$ cat src/rtl/regfile_writeback_stage.sv
// regfile_writeback_stage: MEM/WB register with load extraction, x0/misalign write suppression and retire counter
module regfile_writeback_stage #(
  parameter int XLEN  = 64,
  parameter int CNT_W = 32
) (
  input  logic             clk,
  input  logic             reset,
  input  logic             mem_valid,
  input  logic             mem_stall,
  input  logic             flush,
  input  logic             mem_regwrite,
  input  logic [1:0]       mem_wbsel,
  input  logic [4:0]       mem_rd,
  input  logic [XLEN-1:0]  mem_alu_result,
  input  logic [XLEN-1:0]  mem_pc,
  input  logic [2:0]       mem_funct3,
  input  logic [XLEN-1:0]  mem_rdata,
  output logic [4:0]       wb_rd,
  output logic [XLEN-1:0]  wb_data,
  output logic             wb_regwrite,
  output logic             fwd_valid,
  output logic [4:0]       fwd_rd,
  output logic [XLEN-1:0]  fwd_data,
  output logic             misalign_err,
  output logic [CNT_W-1:0] retired
);
  logic [2:0]       w_off;
  logic [XLEN-1:0]  w_sh, w_load, w_sel;
  logic             w_mis, w_take, w_sx;
  logic             r_valid, r_regwrite, r_err;
  logic [4:0]       r_rd;
  logic [XLEN-1:0]  r_data;
  logic [CNT_W-1:0] r_retired;
  assign w_off  = mem_alu_result[2:0];
  assign w_sh   = mem_rdata >> {w_off, 3'b000};
  assign w_sx   = ~mem_funct3[2];
  assign w_take = mem_valid & ~mem_stall & ~flush;
  always_comb begin
    w_load = mem_funct3[1:0] == 2'b00 ? {{(XLEN-8){w_sx & w_sh[7]}}, w_sh[7:0]} :
             mem_funct3[1:0] == 2'b01 ? {{(XLEN-16){w_sx & w_sh[15]}}, w_sh[15:0]} :
             mem_funct3[1:0] == 2'b10 ? {{(XLEN-32){w_sx & w_sh[31]}}, w_sh[31:0]} : w_sh;
    w_mis  = mem_wbsel == 2'b01 &
             (mem_funct3 == 3'b111 | (mem_funct3[1:0] == 2'b01 & w_off[0]) |
              (mem_funct3[1:0] == 2'b10 & |w_off[1:0]) | (mem_funct3 == 3'b011 & |w_off));
    w_sel  = mem_wbsel == 2'b01 ? w_load :
             mem_wbsel == 2'b10 ? mem_pc + XLEN'(4) : mem_alu_result;
  end
  always_ff @(posedge clk) begin
    if (reset) begin
      r_valid    <= 1'b0;
      r_regwrite <= 1'b0;
      r_err      <= 1'b0;
      r_rd       <= '0;
      r_data     <= '0;
      r_retired  <= '0;
    end else begin
      r_valid    <= w_take;
      r_regwrite <= w_take & mem_regwrite & ~w_mis;
      r_err      <= w_take & w_mis;
      if (w_take) begin
        r_rd   <= mem_rd;
        r_data <= w_sel;
      end
      if (r_valid) r_retired <= r_retired + CNT_W'(1);
    end
  end
  assign wb_rd        = r_rd;
  assign wb_data      = r_data;
  assign wb_regwrite  = r_valid & r_regwrite & |r_rd;
  assign fwd_valid    = wb_regwrite;
  assign fwd_rd       = wb_rd;
  assign fwd_data     = wb_data;
  assign misalign_err = r_err;
  assign retired      = r_retired;
endmodule

$ cat config.mk
export PLATFORM = sky130hd
export DESIGN_NAME = regfile_writeback_stage
export DESIGN_NICKNAME = d
export VERILOG_FILES = /design/src/rtl/regfile_writeback_stage.sv
export SDC_FILE = /design/constraint.sdc
export NUM_CORES = 1
export LEC_CHECK = 0
export CAP_MARGIN = 20
export CORE_MARGIN = 2
export CORE_UTILIZATION = 30
export DETAILED_ROUTE_END_ITERATION = 8
export PLACE_DENSITY = 0.71
export SLEW_MARGIN = 20
export SYNTH_ARGS = -nofsm -noshare
export SYNTH_HDL_FRONTEND = slang
export SYNTH_SLANG_ARGS = --single-unit
$ cat constraint.sdc
create_clock -name clk -period 8.8 [get_ports clk]
set_clock_uncertainty 0.15 [all_clocks]
set_input_delay 1.32 -clock clk [delete_from_list [all_inputs] [get_ports clk]]
set_output_delay 1.32 -clock clk [all_outputs]
set_load 0.01 [all_outputs]
==> qor.yml, run 1 <==
timing:
  fin_crit_sh_pct: 51.7
  fin_crit_ps: 4550
  slew_headroom_pct: 25.5
  worst_pin_slew_ps: 1110
  final-hold-violation-count: 0
  setup_viol: 0
  fin_ws_ps: 4250
  final_max_slew_viol_count: 0
  max_freq_ghz: 0.220
  finalSetupTns_ps: 0
  rsz0062_at_grt: "false"
worst_setup_path:
  critPathLaunchType: "primary input"
  criticalPathCategory: "in2reg"
  worstPathRequired_ps: 8920
  worstSetupEndpointType: "flop"
  path_max_fanout: 72
  arrival_ps: 4660
logic_synthesis:
  ys_async_sr_fraction_pct: 0
  syn_nets: 1382
  synth.distinct_cells: 70
  synth_edf_count: 0
  ys_warn_count: 0
  avgSynthCellArea_sq_um: 7.55
  syn_inst: 1172
  synth-main-ff-cell: "dfxtp_1"
  ys_seq_area_share_pct: 23.5
  synth_area_sq_um: 8850
  ys_ff_latch: 104
clock_tree:
  hold_buffers: 0
  clockRootBuffer: "clkbuf_16"
  clkSinkCount: 104
  cts_buffer_depth: 2
  cts_buffers: 9
  cts_tree: "yes"
  clock_latency_ps: 370
  postCtsSetupBuffers: 0
  htree_levels: 3
  clkTransAtPathRegs_ps: 80
  cts_resized: 0
route:
  wl_met1_microns: 17200
  wl_per_cell_microns: 23.2
  antenna_left: 0
  num_vias: 10300
  drtIter0Drc: 1005
  met3RoutedLength_microns: 3290
  wl_met2_microns: 20200
  routed_wl_microns: 41900
  top_layer: "met4"
  viasPerCell: 5.69
  drtPass1Iterations: 6
  drc: 0
final_layout:
  layout.nets: 1625
  fin_area_sq_um: 12700
  postLayoutCoreUtil_pct: 43.9
  drive_above_1_share_pct: 5.56
  nFillCells: 2931
  final_common_cell: "clkdlybuf4s50_1"
  area_delta_synth_final_pct: 43.1
  final_cell_mix: "clkdlybuf4s50_1 (376), nor2_1 (140), dfxtp_1 (104)"
outcome:
  outcome: "completed"
floorplan:
  dieHeight_microns: 176
  io_pins: 381
  coreArea_sq_um: 28900
  die_w_microns: 176
  initial_core_util_pct: 30.7
  dieArea_sq_um: 30900
  fp-row-count: 62
power:
  ir_drop_v: 0.0000877
  p_per_area_nw_per_um2: 108
  total_power_mw: 1.37
  leakage_nw: 4.19
global_route:
  grt_pass1_wl_microns: 61100
  overflow: 0
  grt_max_degree: 75
  antenna_found_initial: 4
  track_usage_pct: 26.1
  grt_pass1_vias: 9626
worst_hold_path:
  worst_hold_path_type: "reg2reg"
place:
  numPortBuffers: 380
  post-place-ws_ps: 3920
  dpl-instance-area_sq_um: 12300
  place.gp.congestion: 0.941
  hpwl_microns: 32900
run:
  cap_viol_max_count: 0
worst paths after layout:
kind | from | to | slack [ps] | cells after the start
setup / recovery | mem_alu_result[0] | fwd_data[23] | 4250 | 8
hold / removal | fwd_rd[4] | fwd_rd[4] | 350 | 2
setup reg to reg | r_valid | retired[25] | 6200 | 6
hold reg to reg | fwd_rd[4] | fwd_rd[4] | 350 | 2
report_power, final:
group,internal (mW),total [mW],switching (mW)
Clock,0.204,0.429,0.224
Sequential,0.487,0.506,0.0196
Combinational,0.218,0.438,0.220
cell families (layout without fill, tap and decap cells):
logic type | count (synthesis) | after routing | share of synthesized area, %
AND/OR/NAND/NOR | 430 | 430 | 23.7
AO/OA/AOI/OAI | 326 | 326 | 25.0
buffers and inverters | 168 | 416 | 10.5
flip-flops | 104 | 104 | 23.5
multiplexers | 74 | 74 | 10.3
XOR/XNOR | 67 | 67 | 6.63
adder cells (fa/ha/maj) | 3 | 3 | 0.396
other | 0 | 4 | 0
cell usage after synthesis (all sizes together), types with 26 or more instances:
cell type,instances,area [sq um]
a211oi,37,278
nand2,85,319
mux2i,47,470
nor2,141,529
xor2,26,228
nand4,27,175
o21ai,77,385
xnor2,41,359
a21oi,63,315
dfxtp,104,2080
nand3,40,200
clkbuf,65,245
buf,93,636
nor3,29,145
state kept, by name, summed over array words and instances (netlist names):
| register | count |
|---|---|
| r_regwrite | 1 |
| misalign_err | 1 |
| fwd_rd | 5 |
| r_valid | 1 |
| fwd_data | 64 |
| retired | 32 |
stage by stage:
stage | hold slack [ps] | instances
floorplan | 339 | 1172
global placement | 316 | 1788
detailed placement | 334 | 1788
CTS | 346 | 1804
global route | 366 | 1807
finish | 350 | 1808
critical path, stage by stage:
cell and delay (ps):
buf_4 720, mux2i_1 260, mux4_2 530, or4b_1 500
a21oi_1 590, nor2_1 180, buf_4 260, a311oi_1 270
metal layers:
metal | vias to the layer above | GRT usage, %
met5 | - | 0
met1 | 4886 | 33.2
met2 | 562 | 44.8
met3 | 72 | 4.13
li1 | 4762 | -
met4 | 0 | 8.95
area by class of cell:
| class | count | area (sq um) | area share, % |
|---|---|---|---|
| multi-input combinational | 900 | 5870 | 46.4 |
| timing repair buffer | 391 | 3870 | 30.6 |
| sequential | 104 | 2080 | 16.4 |
| tap | 384 | 480 | 3.80 |
| clock buffer | 9 | 225 | 1.78 |
| clock inverter | 7 | 83.8 | 0.662 |
| inverter | 9 | 33.8 | 0.267 |
| antenna | 4 | 10.0 | 0.0791 |
Note: power is estimated with default switching activity, not from simulation.
==> run 2, diff against run 1 <==
--- a/config.mk
+++ b/config.mk
@@ -9,7 +9,7 @@
 export CORE_MARGIN = 2
 export CORE_UTILIZATION = 30
 export DETAILED_ROUTE_END_ITERATION = 8
-export PLACE_DENSITY = 0.71
+export PLACE_DENSITY = 0.73
 export SLEW_MARGIN = 20
 export SYNTH_ARGS = -nofsm -noshare
 export SYNTH_HDL_FRONTEND = slang
==> constraint.sdc (replaced) <==
create_clock -name clk -period 4.1 [get_ports clk]
set_clock_uncertainty 0.15 [all_clocks]
set_input_delay 0.615 -clock clk [delete_from_list [all_inputs] [get_ports clk]]
set_output_delay 0.615 -clock clk [all_outputs]
set_load 0.01 [all_outputs]
==> run 2 against run 1 <==
Net effect: combinational power increased by 120%; register-to-register slack got worse by 4600 ps; sequential power increased by 120%; highest routed layer is now met5; count of clock-buffer cells in the layout unchanged.
==> qor.yml, run 2 (synthesis gave the netlist of run 1 again) <==
worst_setup_path:
  reg2regPathDepth: 6  # unchanged
  cp-endpoint: "fwd_data[28]"  # was fwd_data[23]
  r2r-start: "r_valid"  # unchanged
  reg2reg_to: "retired[25]"  # unchanged
  path_max_fanout: 10  # was 72
  critPathLaunchType: "primary input"  # unchanged
  worstSetupStartpoint: "mem_pc[2]"  # was mem_alu_result[0]
  criticalPathCategory: "in2reg"  # unchanged
  arrival_ps: 3610  # was 4660 ps
  worstPathRequired_ps: 4180  # was 8920 ps
  r2r_slack_ps: 1560  # was 6200 ps
  worstSetupEndpointType: "flop"  # unchanged
global_route:
  overflow: 0  # unchanged
  grt_pass1_wl_microns: 60800  # was 61100 microns
  grt_max_degree: 74  # was 75
  grt_pass1_vias: 9724  # was 9626
  antenna_found_initial: 5  # was 4
  track_usage_pct: 26.0  # was 26.1%
route:
  wl_met2_microns: 20700  # was 20200 microns
  drtIter0Drc: 1078  # was 1005
  drc: 0  # unchanged
  wl_per_cell_microns: 22.9  # was 23.2 microns
  viasPerCell: 5.67  # was 5.69
  wl_met1_microns: 16800  # was 17200 microns
  met3RoutedLength_microns: 3450  # was 3290 microns
  routed_wl_microns: 41800  # was 41900 microns
  top_layer: "met5"  # was met4
  antenna_left: 0  # unchanged
  num_vias: 10400  # was 10300
  drtPass1Iterations: 8  # was 6
power:
  leakage_nw: 4.29  # was 4.19 nW
  total_power_mw: 2.96  # was 1.37 mW
  seq_power_share_pct: 36.7  # was 36.9%
  power.switching_mw: 0.996  # was 0.464 mW
  p_sw_share_pct: 33.6  # was 33.8%
  comb_power_share_pct: 31.8  # was 31.9%
  p_int_mw: 1.97  # was 0.909 mW
  p_per_area_nw_per_um2: 231  # was 108 nW/um^2
  power_frac_clock_pct: 31.5  # was 31.2%
  ir_drop_v: 0.000192  # was 0.0000877 V
clock_tree:
  postCtsSetupBuffers: 0  # unchanged
  cts_resized: 0  # unchanged
  clkTransAtPathRegs_ps: 90  # was 80 ps
  cts_tree: "yes"  # unchanged
  cts_buffers: 9  # unchanged
  cts_buffer_depth: 2  # unchanged
  hold_buffers: 0  # unchanged
  htree_levels: 3  # unchanged
  clockRootBuffer: "clkbuf_16"  # unchanged
  clock_latency_ps: 370  # about the same
  clkSinkCount: 104  # unchanged
timing:
  setup_viol: 0  # unchanged
  final_max_slew_viol_count: 0  # unchanged
  worst_pin_slew_ps: 852  # was 1110 ps
  finalSetupTns_ps: 0  # unchanged
  slew_headroom_pct: 41.8  # was 25.5%
  fin_crit_ps: 3520
  hold_slack_ps: 334  # was 350 ps
  fin_ws_ps: 578  # was 4250 ps
  fin_crit_sh_pct: 85.9
  rsz0062_at_grt: "false"  # unchanged
  final-hold-violation-count: 0  # unchanged
  max_freq_ghz: 0.284
final_layout:
  postLayoutCoreUtil_pct: 44.4  # was 43.9%
  fin_area_sq_um: 12800  # was 12700 sq um
  drive_above_1_share_pct: 6.81  # was 5.56%
  final_common_cell: "clkdlybuf4s50_1"  # unchanged
  final_cell_mix: "clkdlybuf4s50_1 (376), nor2_1 (140), dfxtp_1 (104)"  # unchanged
  nFillCells: 2908  # was 2931
  layout.nets: 1645  # was 1625
  stdcell_count: 1828  # was 1808
  area_delta_synth_final_pct: 44.9  # was 43.1%
  largest_reg_flops: 64  # unchanged
place:
  post-place-ws_ps: 212  # was 3920 ps
  numPortBuffers: 380  # unchanged
  place.gp.congestion: 0.946  # was 0.941
  hpwl_microns: 33300  # was 32900 microns
  dpl-instance-area_sq_um: 12500  # was 12300 sq um
  dp_cells: 1808  # was 1788
floorplan:
  dieArea_sq_um: 30900  # unchanged
  io_pins: 381  # unchanged
  die_w_microns: 176  # unchanged
  dieHeight_microns: 176  # unchanged
  coreArea_sq_um: 28900  # unchanged
  initial_core_util_pct: 30.7  # unchanged
  fp-row-count: 62  # unchanged
run:
  cap_viol_max_count: 0  # unchanged
outcome:
  outcome: "completed"  # unchanged
worst_hold_path:
  worst_hold_path_type: "reg2reg"  # unchanged
==> run 2: final cells by class <==
cell class	count	area [sq um]	area share, %
Timing Repair Buffer	411	4030	31.5
Multi-Input combinational cell	900	5860	45.7
Antenna cell	4	10.0	0.0781
Clock inverter	7	91.3	0.712
Inverter	9	33.8	0.263
Clock buffer	9	225	1.76
Tap cell	384	480	3.75
Sequential cell	104	2080	16.2
==> run 2: layer usage <==
metal  track usage (%)  vias to the layer above
met4              7.30                        2
met1              32.4                     4909
met2              46.1                      573
met5                 0                        -
li1                  -                     4825
met3              4.29                       48
==> run 2: worst max-delay path, stage by stage <==
cell and delay (ps):
clkdlybuf4s50_1 580, ha_1 280, nand2_1 90, or4_4 510, or4_1 670, o21a_1 220
o21ai_0 460, a311oi_1 170
==> run 2: how the worst min path moves through the flow <==
stage / startpoint / to / slack, ps / cells after the start
floorplan: fwd_data[0] / fwd_data[0] / 340 / 2
global placement: fwd_rd[4] / fwd_rd[4] / 320 / 2
detailed placement: fwd_rd[4] / fwd_rd[4] / 330 / 2
CTS: fwd_rd[4] / fwd_rd[4] / 340 / 2
global route: fwd_rd[0] / fwd_rd[0] / 370 / 2
finish: fwd_rd[4] / fwd_rd[4] / 330 / 2
==> run 2: power by group through the flow <==
stage	clock (mW)	sequential, mW	combinational [mW]
after detailed placement	0	1.11	0.929
after global routing	0.985	1.09	0.999
final	0.933	1.09	0.943
after global placement	0	1.11	0.923
after floorplan	0	1.11	0.431
after CTS	0.948	1.09	0.933
==> run 3, diff against run 2 <==
--- a/config.mk
+++ b/config.mk
@@ -10,6 +10,7 @@
 export CORE_UTILIZATION = 30
 export DETAILED_ROUTE_END_ITERATION = 8
 export PLACE_DENSITY = 0.73
+export SKIP_LAST_GASP = 1
 export SLEW_MARGIN = 20
 export SYNTH_ARGS = -nofsm -noshare
 export SYNTH_HDL_FRONTEND = slang
==> results of run 3 <==
No change in the layout: final DEF, timing and power equal those of run 2.
